===== src/rtl/add_serial_pkg.sv =====
// Shared definitions for the bit-serial adder: FSM state encoding, default width
// and the bit-counter width helper.
package add_serial_pkg;

    typedef enum logic [1:0] {
        IDLE = 2'd0,
        RUN  = 2'd1,
        DONE = 2'd2
    } state_t;

    localparam int DEFAULT_WIDTH = 32;

    // One bit wider than needed to index N steps, so the counter can reach N without wrapping.
    function automatic int cnt_width(input int n);
        return $clog2(n) + 1;
    endfunction

endpackage


===== src/rtl/add_serial_fa_bit.sv =====
// One-bit full adder built from gate primitives; the serial adder steps it once per cycle.
module fa_bit (
    input  logic x,
    input  logic y,
    input  logic cin,
    output logic sum,
    output logic cout
);

    logic prop;
    logic gen;
    logic pass;

    xor g_prop (prop, x, y);
    xor g_sum  (sum, prop, cin);
    and g_gen  (gen, x, y);
    and g_pass (pass, prop, cin);
    or  g_cout (cout, gen, pass);

endmodule


===== src/rtl/add_serial.sv =====
// Bit-serial N-bit adder: captures operands on start, adds one bit per cycle LSB first,
// then pulses done for one cycle with out, cout and ovf held until the next start.
module add_serial
    import add_serial_pkg::*;
#(
    parameter int N = DEFAULT_WIDTH
) (
    input  logic         clk,
    input  logic         rst,
    input  logic         start,
    input  logic [N-1:0] a,
    input  logic [N-1:0] b,
    input  logic         c,
    output logic         busy,
    output logic         done,
    output logic [N-1:0] out,
    output logic         cout,
    output logic         ovf
);

    localparam int            CW   = cnt_width(N);
    localparam logic [CW-1:0] LAST = CW'(N - 1);

    state_t        state;
    logic [N-1:0]  a_sh;
    logic [N-1:0]  b_sh;
    logic          carry;
    logic [CW-1:0] cnt;
    logic          sum_bit;
    logic          carry_next;
    logic [N-1:0]  out_shifted;

    fa_bit u_fa (
        .x    (a_sh[0]),
        .y    (b_sh[0]),
        .cin  (carry),
        .sum  (sum_bit),
        .cout (carry_next)
    );

    // The result fills from the MSB end so that after N steps bit 0 lands at out[0].
    always_comb begin
        out_shifted        = out >> 1;
        out_shifted[N-1]   = sum_bit;
    end

    always_ff @(posedge clk) begin
        if (rst) begin
            state <= IDLE;
            busy  <= 1'b0;
            done  <= 1'b0;
            out   <= '0;
            cout  <= 1'b0;
            ovf   <= 1'b0;
            a_sh  <= '0;
            b_sh  <= '0;
            carry <= 1'b0;
            cnt   <= '0;
        end else begin
            case (state)
                IDLE: begin
                    done <= 1'b0;
                    busy <= 1'b0;
                    if (start) begin
                        a_sh  <= a;
                        b_sh  <= b;
                        carry <= c;
                        cnt   <= '0;
                        busy  <= 1'b1;
                        state <= RUN;
                    end
                end
                RUN: begin
                    a_sh  <= a_sh >> 1;
                    b_sh  <= b_sh >> 1;
                    carry <= carry_next;
                    out   <= out_shifted;
                    cnt   <= cnt + CW'(1);
                    // Flags come only from the MSB step; ovf compares carry in and out of it.
                    if (cnt == LAST) begin
                        cout  <= carry_next;
                        ovf   <= carry ^ carry_next;
                        done  <= 1'b1;
                        state <= DONE;
                    end
                end
                DONE: begin
                    done  <= 1'b0;
                    busy  <= 1'b0;
                    state <= IDLE;
                end
                default: begin
                    done  <= 1'b0;
                    busy  <= 1'b0;
                    state <= IDLE;
                end
            endcase
        end
    end

endmodule


===== config.mk =====
export PLATFORM = sky130hd
export DESIGN_NAME = add_serial
export DESIGN_NICKNAME = d
export VERILOG_FILES = /design/src/rtl/add_serial_pkg.sv /design/src/rtl/add_serial_fa_bit.sv /design/src/rtl/add_serial.sv
export SDC_FILE = /design/constraint.sdc
export NUM_CORES = 1
export LEC_CHECK = 0
export ABC_CLOCK_PERIOD_IN_PS = 1400
export CAP_MARGIN = 20
export CORE_UTILIZATION = 40
export DETAILED_ROUTE_END_ITERATION = 16
export PLACE_DENSITY_LB_ADDON = 0.15
export SYNTH_ARGS = -nofsm -noshare
export SYNTH_HDL_FRONTEND = slang
export SYNTH_SLANG_ARGS = --single-unit
export TNS_END_PERCENT = 10

===== constraint.sdc =====
create_clock -name clk -period 1.4 [get_ports clk]
set_input_delay 0.28 -clock clk [delete_from_list [all_inputs] [get_ports clk]]
set_output_delay 0.28 -clock clk [all_outputs]
set_load 0.03 [all_outputs]

### Yosys cells after proc, flatten, opt, wreduce, memory -nomap -nowiden

Cells that the tools add are included.

* add/subtract/negate cells: 1
* reduce and logical (&&, ||, !) cells: 6
* bitwise operators: 7
* multiplexer cells: 13
* equal/unequal tests: 4

Operators with widths (count)
* case mux 32 bit (2 select lines): 2
* two-way mux 32 bit: 2
* case mux 6 bit (2 select lines): 1
* adder 6 x 1 -> 6 bit, second input constant: 1
* equality test 6 x 5 -> 1 bit, second input constant: 1
* two-way mux 6 bit: 1
* AND reduction 2 bit: 3
* two-way mux 2 bit: 2
* != test 2 bit, second input constant: 2
* case mux 1 bit (2 select lines): 2
* case mux 2 bit (2 select lines): 1
* bitwise XOR 1 bit: 3
* AND 1 bit: 2
* equality test 2 x 1 -> 1 bit, second input constant: 1
* zero test 2 bit: 1
* two-way mux 1 bit: 2
* nonzero test 2 bit: 1
* OR reduction 2 bit: 1
* inverter 1 bit: 1
* OR 1 bit: 1

* input bits: 68
* register bits: 109
* word-level logic and storage cells: 41
* output and inout port bits: 36

### Depth between registers and ports, before layout

* word-level depth: 4
* gate-level depth with buffers: 7

### Hierarchy

A second synthesis with hierarchy kept.

* cell total of the unflattened synthesis: 563
* area, all modules: 4707.0 um^2

Modules (own cells, without submodules)
* add_serial: seq. area each 2182.1 um^2, times used 1, area each 4687.0 um^2, cells an instance 562
* fa_bit: seq. area each 0.0 um^2, times used 1, area each 20.0 um^2, cells an instance 1

### Least setup slack after synthesis

Ideal clock, no wire load.

* kind: register -> register
* start: reg state[1]
* end: reg a_sh[0]
* arrival time: 1.283 ns
* period minus slack after synthesis: 1.405 ns
* required time: 1.278 ns
* cell stages (with the launch flop): 7
* slack: -0.005 ns
* path buffers: 3
* library setup time: 0.122 ns
* cell sequence: dfxtp_1 > buf_6 > o21bai_4 > and2_4 > buf_6 > buf_4 > a221o_1

* word-level cells in the longest chain between the ends: 3

RTL lines
* from (decl): line add_serial.sv:24 `state_t state;`
* from (signal assigned): line add_serial.sv:49 `state <= IDLE;`
* from (signal assigned): line add_serial.sv:70 `state <= RUN;`
* from (signal assigned): line add_serial.sv:84 `state <= DONE;`
* equality test 2 x 1 -> 1 bit / zero test 2 bit (equally long branches): line add_serial.sv:60 `case (state)`
* nonzero test 2 bit (no source line) / != test 2 bit (equally long branches)
* AND reduction 2 bit (no source line)
* to (signal assigned): line add_serial.sv:74 `a_sh <= a_sh >> 1;`
* to (decl): line add_serial.sv:25 `logic [N-1:0] a_sh;`

Several ways; a longest one is shown, not always the timed one.
A chain may end at the register's enable or synchronous reset.

### Worst setup path in the final report

* start: reg carry
* end: reg ovf

* word-level cells in the longest chain between the ends: 3

RTL lines
* from (decl): line add_serial.sv:27 `logic carry;`
* from (signal assigned): line add_serial.sv:76 `carry <= carry_next;`
* AND 1 bit: line add_serial_fa_bit.sv:17 `and g_pass (pass, prop, cin);`
* OR 1 bit: line add_serial_fa_bit.sv:18 `or g_cout (cout, gen, pass);`
* named net carry_next: line add_serial.sv:30 `logic carry_next;`
* bitwise XOR 1 bit: line add_serial.sv:82 `ovf <= carry ^ carry_next;`
* to (signal assigned): line add_serial.sv:82
* to (decl): line add_serial.sv:18 `output logic ovf`

The timed path passes the listed nets, and every way through them passes these cells.

==> metrics.csv <==
stage,metric,value,unit
run_status,outcome,"complete, no violations",
die,die_area,0.01100,mm2
placement,pre_cts_slack,-438.5,ps
yosys,synth_ff_type,dfxtp_1,
power,power,6.279,mW
routing,drt_iter0_markers,144,
clock_tree,clk_pin_slew,100,ps
setup_path,path_max_fanout,2,
yosys,yosys.area.top_type_share,51.54,%
power,p_leak,2.173,nW
yosys,syn_nets,489,
sta,clock_skew,14.69,ps
placement,dp_hpwl,6.072,mm
clock_tree,tritoncts,built,
yosys,syn-instance-count,419,
yosys,synthTopCellsByArea,"dfxtp_1 52%, a221o_1 15%, and2_1 9.2%, nand2_1 6.1%, a21oi_1 4.1%",
global_routing,grt_max_degree,45,
setup_path,cp.arrival,1660,ps
sta,hold-worst-slack,427.9,ps
yosys,synth_area,0.004234,mm2
routing,drt.antenna.violating_nets,0,
setup_path,worstPathCellList,fa_2 -> xnor2_1 -> or3_1 -> a21oi_1,
routing,dr.pass1.iters,6,
global_routing,grt_pass1_wl,15.20,mm
die,die-height,104.9,um
routing,wire_per_inst,13.87,um
yosys,ys_ff_latch,109,
setup_path,reg2regPathDepth,4,
setup_path,rr_endpoint,ovf,
yosys,synth_edf_count,0,
power,powerDensity,1116,mW/mm2
placement,place.gp.congestion,0.7686,
clock_tree,cts.sinks,109,
routing,viasPerCell,5.141,
yosys,ys_async_sr_fraction,0,%
setup_path,slowest_delay,390,ps
placement,port_buffers,103,
setup_path,path_depth,4,
yosys,yosysWarnings,0,
setup_path,cp-endpoint,ovf,
die,die_width,104.9,um
setup_path,r2r-start,carry,
sta,tightestPinTransition,365.9,ps
clock_tree,clock_path_buffers,2,
yosys,synth_cell_type_count,39,
setup_path,worstSetupStartpoint,carry,
sta,slew_headroom,75.60,%
power,ir_worst_vdd,0.0006753,V
routing,drt-total-wl,9.239,mm
sta,hold_violations,0,
yosys,syn_area_per_cell,10.11,um2
layout,fin_util,54.74,%
sta,finalWorstSetupSlack,43.80,ps
layout,area_growth,32.86,%
clock_tree,clk_latency,360,ps
sta,slew_viol_final,0,
die,row_count,37,
clock_tree,cts-root-buf,clkbuf_8,
clock_tree,h-tree-depth,3,
sta,rsz0062_at_grt,yes,
routing,vias,3424,
setup_path,slowest_stage,fa_2,
setup_path,path_buf_inv,0,
global_routing,grt_usage,17.12,%
sta,fin_crit_sh,96.87,%
sta,min_period,1356,ps
setup_path,path_class,reg -> reg,
clock_tree,numCtsBuffers,9,
layout,fin_nets,595,
sta,fmax,0.7374,GHz
global_routing,gr-total-overflow,0,
hold_path,hold_path_class,in -> reg,
layout,drive_gt1_share,17.17,%
routing,drc,0,
die,coreArea,0.01028,mm2
setup_path,rrSetupSlack,40,ps
yosys,synth_seq_area_share,51.54,%
layout,antennaDiodeCount,0,
setup_path,endpoint_kind,flip-flop,
sta,setup_viol_count_final,0,
flow_run,cap_violations,0,
die,pin_count,104,
yosys,synth_area_leader_cell,dfxtp_1,
setup_path,required,1700,ps
global_routing,antenna_found_initial,0,
die,initial_utilization,41.20,%
setup_path,cp_top_family,adder cells,
global_routing,grt_pass1_vias,3138,
setup_path,startpoint_type,flip-flop,
## through the flow
stage          instance area (um2)  instances  TNS, ps
2_1_floorplan                 4234        419   -188.4
3_3_place_gp                  5461        648   -24120
3_5_place_dp                  5461        648   -27390
4_1_cts                       5698        664   -268.2
5_1_grt                       5625        666   -48.29
6_report                      5625        666        0
## sequential cells by signal, indices dropped and copies added (netlist names)
signal,count
state,2
out,32
cout,1
cnt,6
done,1
b_sh,32
a_sh,32
busy,1
carry,1
ovf,1
## cells in the mapped netlist, drive strengths merged, types with 3 or more instances
library cell / count
dfxtp: 109
buf: 19
clkbuf: 16
nand2: 69
o21a: 3
inv: 3
nor2b: 4
a21oi: 35
a221o: 62
nor2: 3
and2: 63
o2111ai: 3
o22ai: 3
o41ai: 3
## report_power, final
group	switching (mW)	internal (mW)
logic	0.329	0.443
registers	0.101	3.26
clock network	1.07	1.07
## kinds of logic (layout without fill, tap and decap cells)
kind of cell	Yosys count	in the layout	synth area share, %
xor gates and xnor gates	1	1	0.2069
and+or+nand+nor	152	152	18.79
adders and majority gates	2	2	0.7683
muxes	1	1	0.2364
DFF	109	109	51.54
AOI/OAI and AO/OA	116	116	22.43
buffers and inverters	38	149	6.028
## worst register-to-register path: cells and delay by family (launching register included)
family / cells / cell delay (ps)
flops: 1 / 350
simple gates: 1 / 300
fa+ha+maj: 1 / 390
compound gates: 1 / 120
xor+xnor: 1 / 140
## timing repair
item	4_1_cts	5_1_grt
pin swaps	0	2
gates resized for setup	76	46
setup endpoints to repair	99	96
hold buffers	0	0
gates cloned	0	1
buffers inserted	0	1
## worst min-delay path by stage
| stage | from | end | slack, ps | depth (start not counted) |
|---|---|---|---|---|
| after floorplan | c | carry | 400 | 2 |
| after global routing | rst | cnt[2] | 430 | 4 |
| after detailed placement | busy | busy | 450 | 1 |
| final | rst | cnt[2] | 430 | 4 |
| after global placement | busy | busy | 440 | 1 |
| after CTS | cnt[5] | cnt[5] | 470 | 1 |
## layer usage
| metal | vias up | global-route usage, % | wire [um] |
|---|---|---|---|
| met5 | - | 0 | 0 |
| met3 | 11 | 3.057 | 366 |
| li1 | 1724 | - | - |
| met4 | 0 | 6.338 | 134 |
| met1 | 1600 | 24.12 | 4590 |
| met2 | 89 | 26.06 | 4147 |
## cell usage in the layout, fill, tap and decap left out, drive strengths merged, types with 2 or more instances in the layout
| cell type | n |
|---|---|
| nand2 | 69 |
| bufinv | 2 |
| o22ai | 3 |
| o21ai | 2 |
| clkdlybuf4s15 | 7 |
| and2 | 63 |
| o21a | 3 |
| a21oi | 35 |
| o41ai | 3 |
| buf | 26 |
| nor2 | 3 |
| nor2b | 4 |
| a221o | 62 |
| dfxtp | 109 |
| inv | 4 |
| o2111ai | 3 |
| clkinv | 3 |
| nand3b | 2 |
| nand3 | 2 |
| clkbuf | 40 |
| nor3 | 2 |
| clkdlybuf4s50 | 65 |
## area by class of cell
| type | instances | area (um2) |
|---|---|---|
| Timing Repair Buffer | 130 | 1209 |
| Clock inverter | 6 | 95.09 |
| Tap cell | 136 | 170.2 |
| Multi-Input combinational cell | 272 | 1812 |
| Clock buffer | 10 | 137.6 |
| Inverter | 3 | 11.26 |
| Sequential cell | 109 | 2191 |
| Fill cell | 967 | 4652 |
No activity file was read; power rests on OpenSTA's default activity.
